`src/rtl/metronome_display_multi.sv`:
```
// Metronome display: sequential double-dabble BCD conversion of a wide BPM counter,
// multiplexed seven-segment drive, retriggerable beat LED and two threshold LEDs.
module metronome_display_multi #(
  parameter int     NUM_DIGITS     = 4,
  parameter int     CNT_W          = 34,
  parameter int     HOLD_CYCLES    = 5000000,
  parameter int     REFRESH_CYCLES = 50000,
  parameter longint LOW_THRESH     = 600,
  parameter longint HIGH_THRESH    = 9999,
  parameter bit     ACTIVE_LOW     = 1'b1,
  parameter bit     BLANK_LEADING  = 1'b1
) (
  input  logic                  i_clk,
  input  logic                  i_reset,
  input  logic                  i_trigger,
  input  logic [CNT_W-1:0]      i_bpm_counter,
  output logic [2:0]            o_bpm_led,
  output logic [6:0]            o_ssi_segments,
  output logic [NUM_DIGITS-1:0] o_ssi_code,
  output logic                  o_conv_busy
);

  function automatic longint pow10(input int n);
    longint r;
    r = 1;
    for (int i = 0; i < n; i++) r = r * 10;
    return r;
  endfunction

  localparam longint MAX_VAL = pow10(NUM_DIGITS) - 1;
  localparam int     SHIFT_W = $clog2(MAX_VAL + 1);
  localparam int     BCD_W   = 4 * NUM_DIGITS;
  localparam int     SCNT_W  = $clog2(SHIFT_W + 1);
  localparam int     DIG_W   = (NUM_DIGITS > 1) ? $clog2(NUM_DIGITS) : 1;
  localparam int     REF_W   = (REFRESH_CYCLES > 1) ? $clog2(REFRESH_CYCLES) : 1;
  localparam int     HOLD_W  = $clog2(HOLD_CYCLES + 1);

  localparam logic [6:0]            SEG_OFF  = {7{ACTIVE_LOW}};
  localparam logic [NUM_DIGITS-1:0] CODE_OFF = {NUM_DIGITS{ACTIVE_LOW}};

  typedef enum logic [1:0] {
    S_IDLE  = 2'd0,
    S_LOAD  = 2'd1,
    S_SHIFT = 2'd2,
    S_DONE  = 2'd3
  } state_t;

  // Active-high segment pattern, bit 6 = g ... bit 0 = a; 10-15 blank.
  function automatic logic [6:0] seg_decode(input logic [3:0] n);
    logic [6:0] s;
    case (n)
      4'd0:    s = 7'h3F;
      4'd1:    s = 7'h06;
      4'd2:    s = 7'h5B;
      4'd3:    s = 7'h4F;
      4'd4:    s = 7'h66;
      4'd5:    s = 7'h6D;
      4'd6:    s = 7'h7D;
      4'd7:    s = 7'h07;
      4'd8:    s = 7'h7F;
      4'd9:    s = 7'h6F;
      default: s = 7'h00;
    endcase
    return s;
  endfunction

  state_t                  state_q, state_d;
  logic [SHIFT_W-1:0]      bin_q, bin_d;
  logic [BCD_W-1:0]        bcd_q, bcd_d;
  logic [BCD_W-1:0]        bcd_adj;
  logic [SCNT_W-1:0]       scnt_q, scnt_d;
  logic [BCD_W-1:0]        display_q, display_d;
  logic [REF_W-1:0]        refresh_q, refresh_d;
  logic [DIG_W-1:0]        digit_q, digit_d;
  logic [HOLD_W-1:0]       hold_q, hold_d;
  logic [2:0]              led_q, led_d;
  logic [6:0]              seg_q, seg_d;
  logic [NUM_DIGITS-1:0]   code_q, code_d;
  logic [NUM_DIGITS-1:0]   blank_mask;
  logic [NUM_DIGITS-1:0]   onehot;
  logic [3:0]              cur_nib;
  logic                    cur_blank;
  logic                    higher_zero;
  logic [63:0]             cnt_ext;

  assign cnt_ext = 64'(i_bpm_counter);

  // Add-3 correction applied to every nibble before each shift.
  always_comb begin
    bcd_adj = bcd_q;
    for (int i = 0; i < NUM_DIGITS; i++) begin
      if (bcd_q[i*4 +: 4] >= 4'd5) bcd_adj[i*4 +: 4] = bcd_q[i*4 +: 4] + 4'd3;
    end
  end

  always_comb begin
    state_d   = state_q;
    bin_d     = bin_q;
    bcd_d     = bcd_q;
    scnt_d    = scnt_q;
    display_d = display_q;
    case (state_q)
      S_IDLE: state_d = S_LOAD;
      S_LOAD: begin
        bin_d   = (cnt_ext > 64'(MAX_VAL)) ? SHIFT_W'(MAX_VAL) : SHIFT_W'(cnt_ext);
        bcd_d   = '0;
        scnt_d  = '0;
        state_d = S_SHIFT;
      end
      S_SHIFT: begin
        bcd_d  = {bcd_adj[BCD_W-2:0], bin_q[SHIFT_W-1]};
        bin_d  = bin_q << 1;
        scnt_d = scnt_q + SCNT_W'(1);
        if (scnt_q == SCNT_W'(SHIFT_W - 1)) state_d = S_DONE;
      end
      S_DONE: begin
        display_d = bcd_q;
        state_d   = S_IDLE;
      end
      default: state_d = S_IDLE;
    endcase
  end

  always_comb begin
    hold_d = hold_q;
    if (i_trigger)           hold_d = HOLD_W'(HOLD_CYCLES);
    else if (hold_q != '0)   hold_d = hold_q - HOLD_W'(1);
    led_d = {hold_d != '0, cnt_ext >= 64'(HIGH_THRESH), cnt_ext >= 64'(LOW_THRESH)};
  end

  always_comb begin
    refresh_d = refresh_q + REF_W'(1);
    digit_d   = digit_q;
    if (refresh_q == REF_W'(REFRESH_CYCLES - 1)) begin
      refresh_d = '0;
      digit_d   = (digit_q == DIG_W'(NUM_DIGITS - 1)) ? '0 : digit_q + DIG_W'(1);
    end
  end

  // A digit is blank when it and every more-significant digit are zero; digit 0 always shows.
  always_comb begin
    higher_zero = 1'b1;
    blank_mask  = '0;
    for (int i = NUM_DIGITS - 1; i >= 0; i--) begin
      higher_zero   = higher_zero & (display_q[i*4 +: 4] == 4'd0);
      blank_mask[i] = BLANK_LEADING && (i != 0) && higher_zero;
    end
  end

  always_comb begin
    cur_nib   = '0;
    cur_blank = 1'b0;
    for (int i = 0; i < NUM_DIGITS; i++) begin
      if (digit_q == DIG_W'(i)) begin
        cur_nib   = display_q[i*4 +: 4];
        cur_blank = blank_mask[i];
      end
    end
    onehot = NUM_DIGITS'(1) << digit_q;
    code_d = ACTIVE_LOW ? ~onehot : onehot;
    if (cur_blank) seg_d = SEG_OFF;
    else           seg_d = ACTIVE_LOW ? ~seg_decode(cur_nib) : seg_decode(cur_nib);
  end

  always_ff @(posedge i_clk) begin
    if (i_reset) begin
      state_q   <= S_IDLE;
      bin_q     <= '0;
      bcd_q     <= '0;
      scnt_q    <= '0;
      display_q <= '0;
      refresh_q <= '0;
      digit_q   <= '0;
      hold_q    <= '0;
      led_q     <= '0;
      seg_q     <= SEG_OFF;
      code_q    <= CODE_OFF;
    end else begin
      state_q   <= state_d;
      bin_q     <= bin_d;
      bcd_q     <= bcd_d;
      scnt_q    <= scnt_d;
      display_q <= display_d;
      refresh_q <= refresh_d;
      digit_q   <= digit_d;
      hold_q    <= hold_d;
      led_q     <= led_d;
      seg_q     <= seg_d;
      code_q    <= code_d;
    end
  end

  assign o_bpm_led      = led_q;
  assign o_ssi_segments = seg_q;
  assign o_ssi_code     = code_q;
  assign o_conv_busy    = (state_q == S_LOAD) || (state_q == S_SHIFT);

endmodule
```
`config.mk`:
```
export PLATFORM = sky130hd
export DESIGN_NAME = metronome_display_multi
export DESIGN_NICKNAME = d
export VERILOG_FILES = /design/src/rtl/metronome_display_multi.sv
export SDC_FILE = /design/constraint.sdc
export NUM_CORES = 1
export LEC_CHECK = 0
export ABC_AREA = 1
export BUFFER_PORTS_ARGS = -buffer_cell sky130_fd_sc_hd__buf_2
export CAP_MARGIN = 20
export CORE_MARGIN = 2
export CORE_UTILIZATION = 25
export CTS_BUF_LIST = sky130_fd_sc_hd__clkbuf_4
export CTS_CLUSTER_DIAMETER = 30
export DETAILED_ROUTE_END_ITERATION = 8
export GPL_TIMING_DRIVEN = 0
export PLACE_DENSITY = 0.48
export SLEW_MARGIN = 15
export SYNTH_ARGS = -nofsm -noshare
export SYNTH_HDL_FRONTEND = slang
export SYNTH_SLANG_ARGS = --single-unit
export TNS_END_PERCENT = 20
```
`constraint.sdc`:
```
create_clock -name i_clk -period 2.5 [get_ports i_clk]
set_clock_uncertainty 0.15 [all_clocks]
set_input_delay 0.5 -clock i_clk [delete_from_list [all_inputs] [get_ports i_clk]]
set_output_delay 0.5 -clock i_clk [all_outputs]
set_load 0.02 [all_outputs]
```
==> impl_metrics.tcl, run 1 <==
set metrics [dict create \
    hp-class "in -> reg" \
    cts_buffer_depth 2 \
    drc 0 \
    ir_drop_uv 208.0 \
    htree_levels 3 \
    die_height_um 153.1 \
    synth_cell_types 42 \
    post-route-period-util 0.9383 \
    clk_latency_ns 0.48 \
    leakagePower_nw 2.539 \
    num_rows 54 \
    syn_inst 805 \
    cts_sinks 107 \
    end_kind "flop" \
    synth_seq_cells 107 \
    p_per_area_nw_per_um2 672.7 \
    grt_pass1_wl_mm 24.29 \
    cap_violations 0 \
    synth_area_leader_cell "dfxtp_1" \
    synth_area_leaders "dfxtp_1, nand2_1, nor2_1" \
    worstMarginPinSlew_ns 0.6350 \
    gr-usage-all-layers 0.1255 \
    crit_type "reg -> reg" \
    start_kind "flop" \
    vias 5170 \
    die_area_um2 23430 \
    cts-buffers-inserted 9 \
    synth_edf_count 0 \
    portBuffers 50 \
    core_um2 21820 \
    instances_no_fill 1152 \
    cp.arrival_ns 2.58 \
    synth_ff_type "dfxtp_1" \
    synth_fp_nets 868 \
    grt.overflow.total 0 \
    clkTransAtPathRegs_ns 0.16 \
    slew_headroom 0.5767 \
    drt-total-wl_mm 14.39 \
    slew_violations 0 \
    status "finished clean" \
    ys_seq_area_frac 0.3856 \
    dp_cells 1135 \
    viasPerCell 4.488 \
    ant_nets 0 \
    drt-initial-drc-count 308 \
    hold_buffers 0 \
    synth_area_um2 5555 \
    die_w_um 153.1 \
    async_flop_share 0 \
    pre_cts_ws_ns -0.1481 \
    fmax_mhz 426.3 \
    grt_pass1_vias 4893 \
    period_minus_slack_ns 2.346 \
    start_util 0.2546 \
    critPathMaxFanout 8 \
    yosysWarnings 0 \
    rsz0062_at_grt "true" \
    netlist_top_cells_count "nand2_1, nor2_1, dfxtp_1" \
    place_hpwl_mm 11.07 \
    num-fill-cells 2466 \
    whs_ns 0.07080 \
    antenna_found_initial 1 \
    synth_top_area_frac 0.3856 \
    layout.nets 929 \
    setup_viol 0 \
    drive_gt1_frac 0.1102 \
    fin_ws_ns 0.1542 \
    io_pins 52 \
    finalHoldViolCount 0 \
    cts_tree "yes" \
    grt_max_degree 18 \
    syn-mean-instance-area_um2 6.901 \
    area_growth_pct 13.74 \
    synth.most_common_cell "nand2_1" \
    wl_per_cell_um 12.49 \
    cts_root_buf "clkbuf_4" \
    gp_congestion 0.7960 \
    drt_pass1_iterations 5 \
    critical_path_required_ns 2.73 \
    tns_ns 0 \
]
## flip-flops by register name, indices dropped and copies added (netlist names)
| register | flops |
|---|---|
| bcd_q | 16 |
| bin_q | 14 |
| digit_q | 2 |
| display_q | 16 |
| hold_q | 23 |
| o_bpm_led | 3 |
| o_ssi_code | 4 |
| o_ssi_segments | 7 |
| refresh_q | 16 |
| scnt_q | 4 |
| state_q | 2 |
## worst max-delay path, stage by stage, from the launching register on
cell	delay [ns]
dfxtp_1	0.39
inv_1	0.10
ha_1	0.20
buf_2	0.16
inv_1	0.09
o211ai_1	0.12
a22oi_2	0.27
inv_1	0.13
ha_1	0.20
or2_2	0.30
o211ai_1	0.08
nand2_1	0.06
## metrics by stage
step,utilization,total power [mW],cell area (µm²)
floorplan,-,2.945,5555
global placement,0.2821,3.350,6156
detailed placement,0.2821,3.348,6156
CTS,0.2888,4.298,6302
global route,0.2895,4.559,6319
finish,0.2895,4.250,6319
## worst paths after layout
kind,from,end,slack [ns],depth (start not counted)
setup / recovery,digit_q[0]$_SDFFE_PP0P_,o_ssi_segments[0]$_SDFF_PP1_,0.15,11
hold / removal,i_trigger,hold_q[15]$_SDFF_PP0_,0.07,2
setup reg to reg,digit_q[0]$_SDFFE_PP0P_,o_ssi_segments[0]$_SDFF_PP1_,0.15,11
hold reg to reg,refresh_q[0]$_SDFF_PP0_,refresh_q[0]$_SDFF_PP0_,0.30,1
## routing by layer
metal  track usage  routed length (µm)  vias to the layer above
met3       0.03374                 497                        8
li1              -                   -                     2761
met2        0.2015                6455                       55
met5             0                   0                        -
met4       0.02822                 180                        0
met1        0.1687                7254                     2346
## final cells by class
cell class                      instances  area, µm²  share of cell area
Antenna cell                            1      2.502           0.0003960
Buffer                                 27      115.1             0.01822
Clock buffer                           10      75.07             0.01188
Clock inverter                          6      66.31             0.01050
Inverter                               85      319.1             0.05050
Multi-Input combinational cell        586       2998              0.4745
Sequential cell                       107       2142              0.3390
Tap cell                              280      350.3             0.05545
Timing Repair Buffer                   50      250.2             0.03960
## where the power goes
part | switching [mW] | internal (mW) | leakage [nW]
logic | 0.897 | 0.412 | 1.59
registers | 0.116 | 1.89 | 0.874
clock network | 0.618 | 0.317 | 0.0702
## cells in the final DEF, fill, tap and decap left out, drive strengths merged, types with 3 or more instances in the layout
cell	count
o21ai	41
nor3	17
nand3b	7
clkinv	8
a31oi	8
buf	58
clkbuf	29
nand4	13
dfxtp	107
a21oi	72
nor4	3
o211ai	13
ha	26
inv	80
nand3	64
or2	3
nor2	116
nand2	179
xor2	7
## logic make-up (layout without fill, tap and decap cells)
| kind of cell | after synthesis | count (layout) | share of synthesized area |
|---|---|---|---|
| other | 0 | 1 | 0 |
| adder cells (fa/ha/maj) | 26 | 26 | 0.05856 |
| XOR/XNOR | 9 | 9 | 0.01419 |
| AO/OA/AOI/OAI | 145 | 145 | 0.1468 |
| AND/OR/NAND/NOR | 406 | 406 | 0.3167 |
| buffers and inverters | 112 | 178 | 0.07815 |
| flip-flops | 107 | 107 | 0.3856 |
## timing repair
action                                 in CTS  in global routing
endpoints found under the hold margin       0                  0
gates resized for setup                     2                  4
setup buffers                               0                  0
gates cloned                                0                  0
setup endpoints to repair                   2                  6
Power figures use the tool's default switching activity.
==> run 2, diff against run 1 <==
PLACE_DENSITY = not set   (was 0.48)
PLACE_DENSITY_LB_ADDON = 0.3   (was not set)
==> impl_metrics.tcl, run 2 (synthesized netlist as in run 1, its figures left out) <==
set metrics [dict create \
    end_kind "flop" \
    cts_root_buf "clkbuf_4" \
    drt_pass1_iterations 5 \
    clk_latency_ns 0.47 \
    gp_congestion 0.8841 \
    slew_headroom 0.5223 \
    start_util 0.2546 \
    htree_levels 3 \
    final_util 0.2907 \
    whs_ns 0.07051 \
    hp-class "in -> reg" \
    grt_pass1_vias 5029 \
    cts-buffers-inserted 9 \
    worstMarginPinSlew_ns 0.7166 \
    drt-initial-drc-count 307 \
    final_common_cell "nand2_1" \
    critical_path_required_ns 2.74 \
    post-route-period-util 0.9240 \
    wl_per_cell_um 12.43 \
    antenna_found_initial 1 \
    leakagePower_nw 2.560 \
    grt_pass1_wl_mm 24.43 \
    io_pins 52 \
    drc 0 \
    finalHoldViolCount 0 \
    ir_drop_uv 218.2 \
    gr-usage-all-layers 0.1261 \
    num_rows 54 \
    cts_buffer_depth 2 \
    place_hpwl_mm 10.89 \
    die_w_um 153.1 \
    area_growth_pct 14.19 \
    viasPerCell 4.558 \
    layout.nets 930 \
    p_per_area_nw_per_um2 678.2 \
    start_kind "flop" \
    vias 5251 \
    crit_type "reg -> reg" \
    portBuffers 50 \
    die_height_um 153.1 \
    status "finished clean" \
    grt_max_degree 17 \
    top_register "hold_q" \
    setup_viol 0 \
    period_minus_slack_ns 2.310 \
    critPathMaxFanout 10 \
    die_area_um2 23430 \
    cts_sinks 107 \
    ant_nets 0 \
    cts_tree "yes" \
    fmax_mhz 432.9 \
    clkTransAtPathRegs_ns 0.16 \
    drive_gt1_frac 0.1137 \
    drt-total-wl_mm 14.32 \
    largest_reg_flops 23 \
    core_um2 21820 \
    layout_common_cells "nand2_1, nor2_1, dfxtp_1, inv_1, a21oi_1" \
    slew_violations 0 \
    hold_buffers 0 \
    rsz0062_at_grt "false" \
    cap_violations 0 \
    grt.overflow.total 0 \
    cp.arrival_ns 2.55 \
]
## run 2: critical path, cell delays in order, from the launching register on
cell,delay (ns)
dfxtp_1,0.40
inv_1,0.08
ha_1,0.35
nand2_1,0.34
clkinvlp_4,0.35
clkbuf_2,0.30
o211a_1,0.25
## run 2: metrics by stage
step | setup TNS, ns | area (µm²) | setup WS [ns] | instances | total power, mW
finish | 0 | 6344 | 0.1900 | 1152 | 4.302
global route | 0 | 6344 | 0.009468 | 1152 | 4.608
CTS | 0 | 6314 | 0.03700 | 1150 | 4.349
detailed placement | -0.1563 | 6156 | -0.09639 | 1135 | 3.337
global placement | -0.1530 | 6156 | -0.09438 | 1135 | 3.330
floorplan | 0 | 5555 | 0.2419 | 805 | 2.945
## run 2: worst paths after layout
path	startpoint	endpoint	slack (ns)	depth (start not counted)
setup / recovery	state_q[0]$_SDFFE_PP0P_	scnt_q[0]$_SDFFE_PP0P_	0.19	6
hold / removal	i_trigger	hold_q[15]$_SDFF_PP0_	0.07	2
setup reg to reg	state_q[0]$_SDFFE_PP0P_	scnt_q[0]$_SDFFE_PP0P_	0.19	6
hold reg to reg	refresh_q[0]$_SDFF_PP0_	refresh_q[0]$_SDFF_PP0_	0.31	1
## run 2: routing by layer
| metal | global-route usage | share of wire | up-vias |
|---|---|---|---|
| met3 | 0.02864 | 0.042 | 11 |
| met2 | 0.2056 | 0.44 | 93 |
| met1 | 0.1700 | 0.50 | 2379 |
| met4 | 0.02910 | 0.010 | 0 |
| li1 | - | - | 2768 |
| met5 | 0 | 0 | - |
## run 2: power breakdown
part           switching (mW)  internal [mW]
sequential              0.115           1.89
clock                   0.579          0.412
combinational           0.891          0.417
total                    1.58           2.72
## run 2: repair_timing
action	4_1_cts	5_1_grt
gates resized for setup	2	8
pin swaps	0	1
setup buffers	0	1
endpoints found under the setup margin	2	13
## run 2: layout make-up
class / count / area (µm²)
Fill cell: 2438 / 15480
Multi-Input combinational cell: 586 / 2998
Sequential cell: 107 / 2143
Tap cell: 280 / 350.3
Inverter: 85 / 322.8
Timing Repair Buffer: 51 / 257.7
Buffer: 27 / 116.4
Clock inverter: 5 / 77.57
Clock buffer: 10 / 75.07
Antenna cell: 1 / 2.502
==> run 3, diff against run 2 <==
BUFFER_PORTS_ARGS = not set   (was -buffer_cell sky130_fd_sc_hd__buf_2)
DONT_BUFFER_PORTS = 1   (was not set)
==> impl_metrics.tcl, run 3 (synthesized netlist as in run 1, its figures left out) <==
set metrics [dict create \
    status "finished clean" \
    seqPwrFrac 0.489 \
    ir_drop_uv 243.4 \
    start_util 0.2546 \
    sw_frac_of_total 0.3785 \
    end_kind "flop" \
    ant_nets 0 \
    grt_pass1_vias 4705 \
    intPower_mw 2.603 \
    drt_pass1_iterations 4 \
    io_pins 52 \
    period_minus_slack_ns 2.305 \
    hp-start "i_bpm_counter[12]" \
    gp_congestion 0.8365 \
    drc 0 \
    grt_max_degree 18 \
    place_area_um2 5906 \
    grt.overflow.total 0 \
    drt-initial-drc-count 379 \
    die_w_um 153.1 \
    startpoint "digit_q[0]$_SDFFE_PP0P_" \
    slew_violations 0 \
    tns_ns 0 \
    total_power_mw 4.189 \
    comb_power_share 0.287 \
    area_growth_pct 10.23 \
    cts_buffer_depth 2 \
    die_area_um2 23430 \
    post-route-period-util 0.9220 \
    power_frac_clock 0.223 \
    clk_latency_ns 0.50 \
    cts_root_buf "clkbuf_4" \
    slew_headroom 0.4908 \
    worstMarginPinSlew_ns 0.7638 \
    clkTransAtPathRegs_ns 0.15 \
    ff2ff_path_depth 9 \
    num-fill-cells 2428 \
    p_per_area_nw_per_um2 684.1 \
    num_rows 54 \
    largest_reg_flops 23 \
    drt-total-wl_mm 14.34 \
    wl_per_cell_um 12.96 \
    finalHoldViolCount 0 \
    finalInstanceArea_um2 6123 \
    antenna_found_initial 1 \
    switching_power_mw 1.586 \
    reg2reg_from "digit_q[0]$_SDFFE_PP0P_" \
    vias 5132 \
    viasPerCell 4.636 \
    final_common_cell "nand2_1" \
    cts_tree "yes" \
    hold_path_depth 2 \
    critical_path_required_ns 2.73 \
    drive_gt1_frac 0.06053 \
    gr-usage-all-layers 0.1226 \
    cap_violations 0 \
    start_kind "flop" \
    die_height_um 153.1 \
    hp-class "in -> reg" \
    top_register "hold_q" \
    cp.arrival_ns 2.54 \
    cts-buffers-inserted 9 \
    cts_sinks 107 \
    place_hpwl_mm 10.76 \
    portBuffers 0 \
    htree_levels 3 \
    grt_pass1_wl_mm 23.28 \
    layout_common_cells "nand2_1, nor2_1, dfxtp_1, inv_1, a21oi_1" \
    leakagePower_nw 2.384 \
    critPathMaxFanout 9 \
    crit_type "reg -> reg" \
    core_um2 21820 \
    fmax_mhz 433.8 \
    layout.nets 884 \
    setup_viol 0 \
    rsz0062_at_grt "false" \
]
==> run 3: path summary, 6_finish.rpt <==
check / end / slack (ns)
setup / recovery: o_ssi_segments[0]$_SDFF_PP1_ / 0.19
hold / removal: bin_q[12]$_SDFFE_PP0P_ / 0.04
setup reg to reg: o_ssi_segments[0]$_SDFF_PP1_ / 0.19
hold reg to reg: refresh_q[0]$_SDFF_PP0_ / 0.32
==> run 3: per-stage QoR <==
stage	utilization	worst slack [ns]	hold slack, ns	std cells
6_report	0.2806	0.1950	0.04188	1107
5_1_grt	0.2806	0.005191	0.005026	1107
4_1_cts	0.2789	0.04399	0.004403	1104
3_5_place_dp	0.2706	-0.1022	0.2917	1085
3_3_place_gp	0.2706	-0.07688	0.2863	1085
2_1_floorplan	-	0.2419	0.2679	805
==> run 3: power groups by stage <==
stage,clock network (mW),registers (mW),logic (mW)
2_1_floorplan,0,2.05,0.895
3_3_place_gp,0,2.09,1.18
3_5_place_dp,0,2.09,1.18
4_1_cts,0.983,2.05,1.20
5_1_grt,1.04,2.08,1.37
6_report,0.936,2.05,1.20
==> run 3: worst max-delay path: stages (launching register included) <==
cell      delay, ns
dfxtp_1        0.39
ha_1           0.15
clkbuf_1       0.32
inv_1          0.16
o21ai_2        0.26
inv_1          0.13
ha_1           0.20
or2_2          0.30
o211ai_1       0.09
nand2_1        0.07
==> run 3: layer usage <==
metal | vias to the layer above | share of wire | wire length, µm | track usage
li1 | 2682 | - | - | -
met1 | 2366 | 0.49 | 7099 | 0.1620
met2 | 69 | 0.44 | 6327 | 0.1922
met3 | 15 | 0.052 | 742 | 0.04253
met4 | 0 | 0.012 | 174 | 0.02954
met5 | - | 0 | 0 | 0
==> run 3: repair_timing <==
item	in CTS	in global routing
endpoints found under the setup margin	12	13
hold buffers	3	1
pin swaps	0	1
gates resized for setup	3	5
buffers inserted	0	1
endpoints found under the hold margin	4	1
==> run 3: layout make-up <==
type,instances,area [µm²],share of cell area
inverters,85,322.8,0.05272
clock inverters,5,61.31,0.01001
diodes,1,2.502,0.0004087
plain buffers,27,116.4,0.01900
well taps,280,350.3,0.05721
repair buffers,5,47.55,0.007765
flip-flops and latches,107,2142,0.3498
multi-input cells,586,2998,0.4896
clock buffers,11,82.58,0.01349
